File: src/rtl/acc_datapath_mc.sv
// acc_datapath_mc: multi-cycle accumulator datapath with a FETCH/EXEC sequencer.
// Holds pc, ir, accumulator and Z/C flags; reaches instruction and data memory
// over req/ack handshakes so slow memories simply stretch the instruction.
//
// Ports:
//   clk, reset        rising-edge clock, async active-high reset
//   run               allows the next instruction fetch (sampled in FETCH only)
//   im_req/im_abus    instruction fetch request and address (= pc)
//   im_ack/im_dbus    instruction valid / instruction word {opcode, operand}
//   dm_req/dm_we      data memory request, 1 = write (STA)
//   dm_abus           data address (= ir operand)
//   dm_in_dbus        write data (= accumulator)
//   dm_ack/dm_out_dbus read data valid or write accepted / read data
//   ac_out            accumulator
//   zero, carry       Z and C flags
//   opcode            opcode field of ir
//   instr_done        combinational pulse in the cycle an instruction retires
module acc_datapath_mc #(
    parameter int unsigned         DATA_W   = 8,
    parameter int unsigned         ADDR_W   = 5,
    parameter logic [ADDR_W-1:0]   RESET_PC = '0
) (
    input  logic                  clk,
    input  logic                  reset,
    input  logic                  run,
    output logic                  im_req,
    output logic [ADDR_W-1:0]     im_abus,
    input  logic                  im_ack,
    input  logic [ADDR_W+2:0]     im_dbus,
    output logic                  dm_req,
    output logic                  dm_we,
    output logic [ADDR_W-1:0]     dm_abus,
    output logic [DATA_W-1:0]     dm_in_dbus,
    input  logic                  dm_ack,
    input  logic [DATA_W-1:0]     dm_out_dbus,
    output logic [DATA_W-1:0]     ac_out,
    output logic                  zero,
    output logic                  carry,
    output logic [2:0]            opcode,
    output logic                  instr_done
);

    localparam int unsigned INSTR_W = 3 + ADDR_W;

    typedef enum logic [2:0] {
        OP_ADD = 3'b000,
        OP_SUB = 3'b001,
        OP_AND = 3'b010,
        OP_XOR = 3'b011,
        OP_LDA = 3'b100,
        OP_STA = 3'b101,
        OP_JMP = 3'b110,
        OP_JZ  = 3'b111
    } opcode_t;

    typedef enum logic {
        S_FETCH = 1'b0,
        S_EXEC  = 1'b1
    } state_t;

    state_t              state, state_n;
    logic [ADDR_W-1:0]   pc, pc_n;
    logic [INSTR_W-1:0]  ir, ir_n;
    logic [DATA_W-1:0]   ac, ac_n;
    logic                z_flag, z_n;
    logic                c_flag, c_n;

    opcode_t             op;
    logic [ADDR_W-1:0]   operand;
    logic                is_jump;

    logic [DATA_W:0]     sum_ext;
    logic [DATA_W:0]     diff_ext;
    logic [DATA_W-1:0]   alu_res;
    logic                alu_c;
    logic                alu_wr_c;

    // Instruction field decode
    assign op      = opcode_t'(ir[INSTR_W-1 -: 3]);
    assign operand = ir[ADDR_W-1:0];
    assign is_jump = (op == OP_JMP) || (op == OP_JZ);

    // Datapath outputs follow the architectural registers directly
    assign im_abus    = pc;
    assign dm_abus    = operand;
    assign dm_in_dbus = ac;
    assign ac_out     = ac;
    assign zero       = z_flag;
    assign carry      = c_flag;
    assign opcode     = ir[INSTR_W-1 -: 3];

    // ALU: extended add/sub give carry-out and borrow in the top bit
    always_comb begin
        sum_ext  = {1'b0, ac} + {1'b0, dm_out_dbus};
        diff_ext = {1'b0, ac} - {1'b0, dm_out_dbus};
        alu_res  = dm_out_dbus;
        alu_c    = c_flag;
        alu_wr_c = 1'b0;
        case (op)
            OP_ADD: begin
                alu_res  = sum_ext[DATA_W-1:0];
                alu_c    = sum_ext[DATA_W];
                alu_wr_c = 1'b1;
            end
            OP_SUB: begin
                alu_res  = diff_ext[DATA_W-1:0];
                alu_c    = diff_ext[DATA_W];
                alu_wr_c = 1'b1;
            end
            OP_AND:  alu_res = ac & dm_out_dbus;
            OP_XOR:  alu_res = ac ^ dm_out_dbus;
            OP_LDA:  alu_res = dm_out_dbus;
            default: alu_res = ac;
        endcase
    end

    // State and architectural registers
    always_ff @(posedge clk or posedge reset) begin
        if (reset) begin
            state  <= S_FETCH;
            pc     <= RESET_PC;
            ir     <= '0;
            ac     <= '0;
            z_flag <= 1'b0;
            c_flag <= 1'b0;
        end else begin
            state  <= state_n;
            pc     <= pc_n;
            ir     <= ir_n;
            ac     <= ac_n;
            z_flag <= z_n;
            c_flag <= c_n;
        end
    end

    // Next-state and handshake outputs
    always_comb begin
        state_n    = state;
        pc_n       = pc;
        ir_n       = ir;
        ac_n       = ac;
        z_n        = z_flag;
        c_n        = c_flag;
        im_req     = 1'b0;
        dm_req     = 1'b0;
        dm_we      = 1'b0;
        instr_done = 1'b0;

        case (state)
            S_FETCH: begin
                im_req = run;
                if (run && im_ack) begin
                    ir_n    = im_dbus;
                    pc_n    = pc + ADDR_W'(1);
                    state_n = S_EXEC;
                end
            end

            S_EXEC: begin
                if (is_jump) begin
                    // Jumps use no memory; JZ looks at Z as held entering EXEC
                    instr_done = 1'b1;
                    state_n    = S_FETCH;
                    if ((op == OP_JMP) || z_flag) begin
                        pc_n = operand;
                    end
                end else begin
                    dm_req = 1'b1;
                    dm_we  = (op == OP_STA);
                    if (dm_ack) begin
                        instr_done = 1'b1;
                        state_n    = S_FETCH;
                        if (op != OP_STA) begin
                            ac_n = alu_res;
                            z_n  = (alu_res == '0);
                            if (alu_wr_c) begin
                                c_n = alu_c;
                            end
                        end
                    end
                end
            end

            default: state_n = S_FETCH;
        endcase

        // Requests and the retire pulse drop the moment reset is asserted
        if (reset) begin
            im_req     = 1'b0;
            dm_req     = 1'b0;
            dm_we      = 1'b0;
            instr_done = 1'b0;
        end
    end

endmodule

File: config.mk
export PLATFORM = sky130hd
export DESIGN_NAME = acc_datapath_mc
export DESIGN_NICKNAME = d
export VERILOG_FILES = /design/src/rtl/acc_datapath_mc.sv
export SDC_FILE = /design/constraint.sdc
export NUM_CORES = 1
export LEC_CHECK = 0
export ABC_AREA = 1
export CAP_MARGIN = 15
export CORE_MARGIN = 2
export CORE_UTILIZATION = 52
export CTS_BUF_LIST = sky130_fd_sc_hd__clkbuf_8
export CTS_CLUSTER_DIAMETER = 120
export DETAILED_ROUTE_END_ITERATION = 10
export GPL_ROUTABILITY_DRIVEN = 0
export GPL_TIMING_DRIVEN = 0
export HOLD_SLACK_MARGIN = 0.1
export PLACE_DENSITY = 0.89
export SYNTH_ARGS = -nofsm -noshare
export SYNTH_HDL_FRONTEND = slang
export SYNTH_SLANG_ARGS = --single-unit
File: constraint.sdc
create_clock -name clk -period 2.5 [get_ports clk]
set_input_delay 0.5 -clock clk [delete_from_list [all_inputs] [get_ports clk]]
set_output_delay 0.5 -clock clk [all_outputs]
set_load 0.03 [all_outputs]
Word-level counts from Yosys, hierarchy flattened. Index checks and enable logic that the tools add are counted.

Register bits: 24. Word-level logic and storage cells: 58. Output and inout port bits: 35.

Reductions and logical operators: 11. Add/sub/neg operators: 3. Muxes and demuxes: 23. Equal/unequal tests: 11. Bitwise operators: 4.

Operators by type and width (count): case mux 8 bit (5 select lines) (1); two-way mux 1 bit (16); two-way mux 5 bit (3); == test 3 bit, second input constant (4); case mux 5 bit (2 select lines) (1); adder 8 x 8 -> 9 bit (1); subtractor 8 x 8 -> 9 bit (1); bitwise AND 8 bit (1); zero test 8 bit (1); XOR 8 bit (1); == test 3 x 2 -> 1 bit, second input constant (2); AND reduction 6 bit (1); adder 5 x 1 -> 5 bit, second input constant (1); inequality test 2 x 1 -> 1 bit, second input constant (2); case mux 1 bit (2 select lines) (2); AND reduction 4 bit (1); == test 3 x 1 -> 1 bit, second input constant (1); zero test 3 bit (1); inequality test 3 bit, second input constant (1); AND reduction 3 bit (1); logical OR 1 bit (2); inequality test 2 bit, second input constant (1); inverter 1 bit (2); AND reduction 2 bit (1); 3 further kinds (3).

Depth between registers and ports, before layout. Gate-level depths: netlist (run 1).

Depth after elaboration: 5. Mapped depth: 14. Depth with buffers taken out: 14.

Worst setup path before layout (run 1). OpenSTA, ideal clock, no wires.

Path type: input -> output. Start point: input port reset. End point: output port dm_we. Path buffers: 0. Slack: -0.135 ns. Stages on the path: 3. Arrival: 2.135 ns. Required time: 2.000 ns. Cell sequence: inv_1 nand2_1 nor4_1.

Longest elaborated chain between the ends: 1.

RTL lines: from (decl) (line 24) `input logic reset,`; two-way mux 1 bit (line 188) `if (reset) begin`; to (decl) (line 31) `output logic dm_we,`.

Every way passes these cells.

Worst setup path after layout (run 1).
Start point: input port dm_out_dbus[0]. End point: register z_flag, in the netlist zero.

Longest elaborated chain between the ends: 3. Elaborated cells on any way between the ends: 6. Classes of those cells: add/sub: 2; mux: 1; bitwise: 2; reduce/logical: 1.

RTL lines: from (decl) (line 35) `input logic [DATA_W-1:0] dm_out_dbus,`; subtractor 8 x 8 -> 9 bit (tied with other cells) (line 95) `diff_ext = {1'b0, ac} - {1'b0, dm_out_dbus};`; case mux 8 bit (5 select lines) * (line 99) `case (op)`; zero test 8 bit * (line 175) `z_n = (alu_res == '0);`; to (signal assigned) (line 131) `z_flag <= z_n;`; to (decl) (line 65) `logic z_flag, z_n;`.

Mark *: on every way between the ends. The rest lies on a longest branch, timed or not. A chain may end at the register's enable or synchronous reset.

==> results of run 1 <==
==> cell families (layout without fill, tap and decap cells) <==
group	Yosys count	count (layout)	share of synthesized area (%)
buffers and inverters	64	125	12.8
DFF	24	24	26.3
xor gates and xnor gates	3	3	1.15
and+or+nand+nor	190	190	37.0
muxes	5	5	2.46
AOI/OAI and AO/OA	39	39	9.26
adders and majority gates	19	19	11.1
==> metal layers <==
layer	GRT usage (%)	part of all wire, %	up-vias
met5	0	0	-
met4	7.91	1.4	0
met3	2.60	7.2	9
met2	45.1	51	102
met1	30.2	41	1153
li1	-	-	1219
==> synth_stat cells <==
library cell and n:
a211oi_1 3, a21oi_1 15, a21oi_2 1, a31oi_1 4, buf_1 1, buf_2 5
buf_4 10, buf_6 1, clkbuf_1 1, dfrtp_1 24, fa_1 2, ha_1 17
inv_1 42, inv_2 4, mux2_2 5, nand2_1 89, nand2_2 2, nand2_4 2
nand3_1 38, nand3b_1 1, nand4_1 8, nor2_1 36, nor2_2 3, nor2_4 2
nor3_1 3, nor4_1 1, o21ai_0 14, o21ai_1 2, or2_0 1, or2_1 1
or2_2 3, xnor2_1 1, xor2_1 2
==> metrics by stage <==
step,setup WS [ps],total power [mW],utilization [%],cell area [um^2]
4_1_cts,127,3.24,69.6,2990
2_1_floorplan,191,2.18,-,2290
6_report,134,3.25,69.8,3000
3_3_place_gp,-806,2.82,67.7,2910
5_1_grt,6.29,3.50,69.8,3000
3_5_place_dp,-870,2.89,67.7,2910
==> sequential cells by signal, summed over array words and instances (netlist names) <==
signal	cells
ac_out	8
carry	1
im_abus	5
ir	8
state	1
zero	1
==> where the power goes <==
part           internal (mW)  switching [mW]
logic                  0.889            1.31
clock network          0.214           0.128
registers              0.523           0.182
==> worst max-delay path, cell delays in order <==
cell,delay [ps]
clkdlybuf4s50_1,510
ha_2,210
inv_1,60
fa_1,410
nor2_1,120
nor2_1,60
a21oi_2,140
nand2_1,70
nor2_1,120
nand3_1,90
nor2_1,120
nand4_1,90
nand2_1,70
==> how the worst max path moves through the flow <==
stage                         startpoint     to  cells past startpoint
after global routing      dm_out_dbus[0]   zero                     13
final                     dm_out_dbus[0]   zero                     13
after floorplan                    reset  dm_we                      3
after CTS                 dm_out_dbus[0]   zero                     13
after detailed placement           reset  dm_we                      5
after global placement             reset  dm_we                      5
==> layout by cell type (no fill, tap or decap), types with 2 or more instances in the layout <==
cell,Yosys,layout
nor2_4,2,2
o21ai_0,14,14
o21ai_1,2,2
inv_2,4,4
nand2_4,2,2
clkdlybuf4s50_1,0,51
nand4_1,8,8
ha_1,17,16
nand2_1,89,89
dlygate4sd2_1,0,3
nor3_1,3,3
clkbuf_8,0,3
xor2_1,2,2
nor2_2,3,3
inv_1,42,41
a21oi_1,15,15
nand2_2,2,2
dfrtp_1,24,24
a31oi_1,4,4
buf_4,10,11
nand3_1,38,38
fa_1,2,2
a211oi_1,3,3
mux2_2,5,5
buf_2,5,5
or2_2,3,3
nor2_1,36,36
==> final cells by class <==
class                      count  area, um^2
clock buffer                   3        41.3
tap                           52        65.1
timing repair inverter         1        5.00
multi-input combinational    256        1400
inverter                      46         176
fill                         366        1300
buffer                        18         119
sequential                    24         601
clock inverter                 1        30.0
timing repair buffer          56         557
==> what timing repair did <==
item                                    in CTS  in global routing
endpoints found under the setup margin       3                  1
resized for setup                            4                  2
cloned                                       1                  0
buffers inserted                             1                  0
hold buffers                                 0                  0
==> metrics.md, run 1 <==
| Metric | Value |
|---|---|
| CTS buffer count | `3` |
| Seq cells post-synth | `24` |
| Core area | `between 4000 and 5000 um^2` |
| P&R area growth vs syn | `31.1%` |
| Worst Hold Class | `register to register` |
| Wire per inst | `13.2 um` |
| Setup violators final | `0` |
| Setup crit end kind | `register` |
| Setup TNS | `0 ps` |
| Worst IR Drop VDD | `0.725 mV` |
| Antenna violations before repair | `0` |
| Slew at the pin with the worst max-slew slack | `between 600 and 700 ps` |
| Yosys warnings | `0` |
| Syn avg cell area | `6.64 um^2` |
| Pleak | `approximately 1.6 nW` |
| Via count | `2483` |
| Initial DRC Count | `between 200 and 250` |
| Total grt overflow | `0` |
| Leading area contributor after synthesis | `dfrtp_1` |
| CTS H-tree depth | `1` |
| Pin count of the biggest net entering global routing | `15` |
| RR Startpoint | `ac_out[0]` |
| Crit-path max FO | `3` |
| Hold Startpoint | `ir[4]` |
| Status | `finished clean` |
| Vias in the first global route | `2266` |
| Worst reg2reg setup slack | `420 ps` |
| DRC violations left | `0` |
| Clk Latency, worst-skew pair | `approximately 270 ps` |
| Non-Filler Instances | `between 400 and 500` |
| Slew headroom | `57.9%` |
| Gate Count Post-Synth | `344` |
| Routed Antenna Nets | `0` |
| PD cells | `1080 nW/um^2` |
| TritonCTS clock tree | `yes` |
| R2R cell count | `12` |
| Hold Path End | `ir[4]` |
| Post-synth top area share | `26.3%` |
| CTS Buffer Depth | `2` |
| Clk slew on worst S/H paths | `around 80 ps` |
| Root Buffer | `clkbuf_8` |
| Post-DP HPWL | `4.67 mm` |
| Nets | `446` |
| Die width | `70.3 um` |
| First-pass GRT wire length | `between 10 and 15 mm` |
| Vias/cell | `about 5.4` |
| Cell Rows | `24` |
| Syn Nets | `384` |
| Clk sinks | `24` |
| Unique masters post-synth | `33` |
| Max Clock Skew | `between 3 and 4 ps` |
| RSZ-0062 raised after global routing | `false` |
| Die Height | `70.3 um` |
| Final hold vios | `0` |
| Top post-synthesis cells by area | `dfrtp_1 (26%), nand2_1 (15%), ha_1 (9.3%)` |
| Slew Limit Fails | `0` |
| Min cycle time layout | `2370 ps` |
| Worst hold margin | `~540 ps` |
| Max-cap viol count | `0` |
| Worst R2R End | `zero` |
| Critical Path Start Type | `primary input` |
| Antenna fix cells | `0` |
| Total Wirelength | `approximately 6.0 mm` |
| FMAX | `0.423 GHz` |
| Io pins | `56` |
| First-pass DRT Iterations | `5` |
| Share of layout cells above drive strength 1 | `between 10% and 20%` |
| Tcrit/Tclk final | `94.6%` |
| GRT Resource Usage Total | `between 20 and 25%` |
| CP Class | `primary input to register` |
| Placed cell count | `451` |
| DIE AREA | `between 4000 and 5000 um^2` |
| Port buffer count | `55` |
| Worst Path Arrival | `2580 ps` |
| Sequential area share after synthesis | `around a quarter` |
| Post-Syn Area | `between 2000 and 2500 um^2` |
| Crit path required time | `2720 ps` |
| Hold path cells | `1` |
| Initial Utilization | `53.2%` |
(Power assumes the default switching activity.)
==> inputs of run 2 (changes only) <==
==> constraint.sdc (replaced) <==
create_clock -name clk -period 2.7 [get_ports clk]
set_input_delay 0.54 -clock clk [delete_from_list [all_inputs] [get_ports clk]]
set_output_delay 0.54 -clock clk [all_outputs]
set_load 0.03 [all_outputs]
==> run 2 against run 1 <==
  * Power fell by 7.4%
  * Critical path depth shrank 8
  * Clock-buffer cell count is the same
  * Clock skew is 1.9 ps higher
  * Sequential power shrank 7.5%
  * Sequential cell count unchanged
  * Core utilization unchanged
  * Global-route usage did not move
==> metrics.md, run 2 (synthesis gave the netlist of run 1 again) <==
| Metric | Value |
|---|---|
| P&R area growth vs syn | `31.1%` |
| Crit-path max FO | `3` |
| Commonest non-fill, non-tap cell in the layout | `nand2_1` |
| Antenna fix cells | `0` |
| RSZ-0062 raised after global routing | `false` |
| FMAX | `roughly 0.38 GHz` |
| DRC violations left | `0` |
| Wire per inst | `13.2 um` |
| DP Area | `2910 um^2` |
| Setup crit end kind | `output pin` |
| Share of layout cells above drive strength 1 | `11.4%` |
| Critical Path Start Type | `primary input` |
| Post-DP HPWL | `4.67 mm` |
| PD cells | `1000 nW/um^2` |
| Commonest non-fill, non-tap cells in the layout | `nand2_1 (89), clkdlybuf4s50_1 (53), inv_1 (41)` |
| Initial Utilization | `about 53%` |
| Routed Antenna Nets | `0` |
| Status | `finished clean` |
| Tcrit/Tclk final | `96.7%` |
| Clk Latency, worst-skew pair | `270 ps` |
| CP Class | `primary input to output pin` |
| Nets | `446` |
| Core area | `4290 um^2` |
| CTS buffer count | `3` |
| Initial DRC Count | `191` |
| Total grt overflow | `0` |
| Clk slew on worst S/H paths | `roughly 90 ps` |
| GRT Resource Usage Total | `24.7%` |
| Max Clock Skew | `5.73 ps` |
| Vias/cell | `5.40` |
| Via count | `2470` |
| FILL cells | `between 300 and 400` |
| First-pass GRT wire length | `10.0 mm` |
| Non-Filler Instances | `457` |
| Setup violators final | `0` |
| Clk sinks | `24` |
| Slew Limit Fails | `0` |
| Crit path required time | `~2200 ps` |
| Slew headroom | `58.5%` |
| Placed cell count | `451` |
| Root Buffer | `clkbuf_8` |
| Die width | `roughly 70 um` |
| Total Wirelength | `6.03 mm` |
| CTS Buffer Depth | `2` |
| Io pins | `56` |
| Port buffer count | `55` |
| TritonCTS clock tree | `yes` |
| CTS H-tree depth | `1` |
| Pleak | `around 1.6 nW` |
| Setup TNS | `0 ps` |
| DIE AREA | `between 4000 and 5000 um^2` |
| Worst Hold Class | `register to register` |
| First-pass DRT Iterations | `5` |
| Die Height | `between 70 and 80 um` |
| Worst Path Arrival | `2070 ps` |
| Hold_buf cts | `0` |
| Worst IR Drop VDD | `0.672 mV` |
| Final Instance Area | `about 3000 um^2` |
| Cell Rows | `24` |
| Antenna violations before repair | `0` |
| Pin count of the biggest net entering global routing | `15` |
| Vias in the first global route | `2266` |
| Max-cap viol count | `0` |
| Final hold vios | `0` |
| Slew at the pin with the worst max-slew slack | `619 ps` |
| Min cycle time layout | `about 2600 ps` |
==> run 2: where the power goes <==
group	switching [mW]	internal, mW
registers	0.168	0.484
logic	1.21	0.824
clock network	0.118	0.198
total	1.50	1.51
==> run 2: repair_timing <==
action / CTS / global route
setup buffers: 1 / 0
gates cloned: 1 / 0
setup endpoints to repair: 3 / 1
gates resized for setup: 2 / 1
==> run 2: stage by stage <==
step                total power, mW  setup WS [ps]  util (%)  hold WS, ps
floorplan                      2.02            311         -          563
global placement               2.62           -686      67.7          510
detailed placement             2.67           -750      67.7          518
CTS                            3.00           22.0      69.7          537
global route                   3.24           27.4      69.8          574
finish                         3.01           88.7      69.8          539
==> run 2: critical path: stages <==
cell and delay, ps:
clkdlybuf4s50_1 490, clkinvlp_4 120, nand2_1 100, nor2_1 130
clkdlybuf4s50_1 690
==> run 2: cell type report <==
class	instances	area, um^2	share of cell area, %
buffer	18	119	3.97
clock buffer	3	41.3	1.38
clock inverter	1	30.0	1.00
inverter	46	176	5.89
multi-input combinational	256	1400	46.7
sequential	24	601	20.1
tap	52	65.1	2.17
timing repair buffer	56	559	18.7
timing repair inverter	1	5.00	0.167
==> run 2: routing by layer <==
metal | global-route usage, % | routed length (um)
met5 | 0 | 0
met4 | 7.91 | 72
met3 | 2.60 | 425
met2 | 45.1 | 3060
met1 | 30.2 | 2470
==> run 2: final timing paths <==
check | start | endpoint | slack [ps] | cells after the start
hold reg to reg | ir[4] | ir[4] | 540 | 1
hold / removal | ir[4] | ir[4] | 540 | 1
min in group asynchronous | reset | zero | 720 | 3
max in group asynchronous | reset | ac_out[1] | 1620 | 2
setup reg to reg | ac_out[0] | zero | 620 | 12
setup / recovery | reset | instr_done | 90 | 5
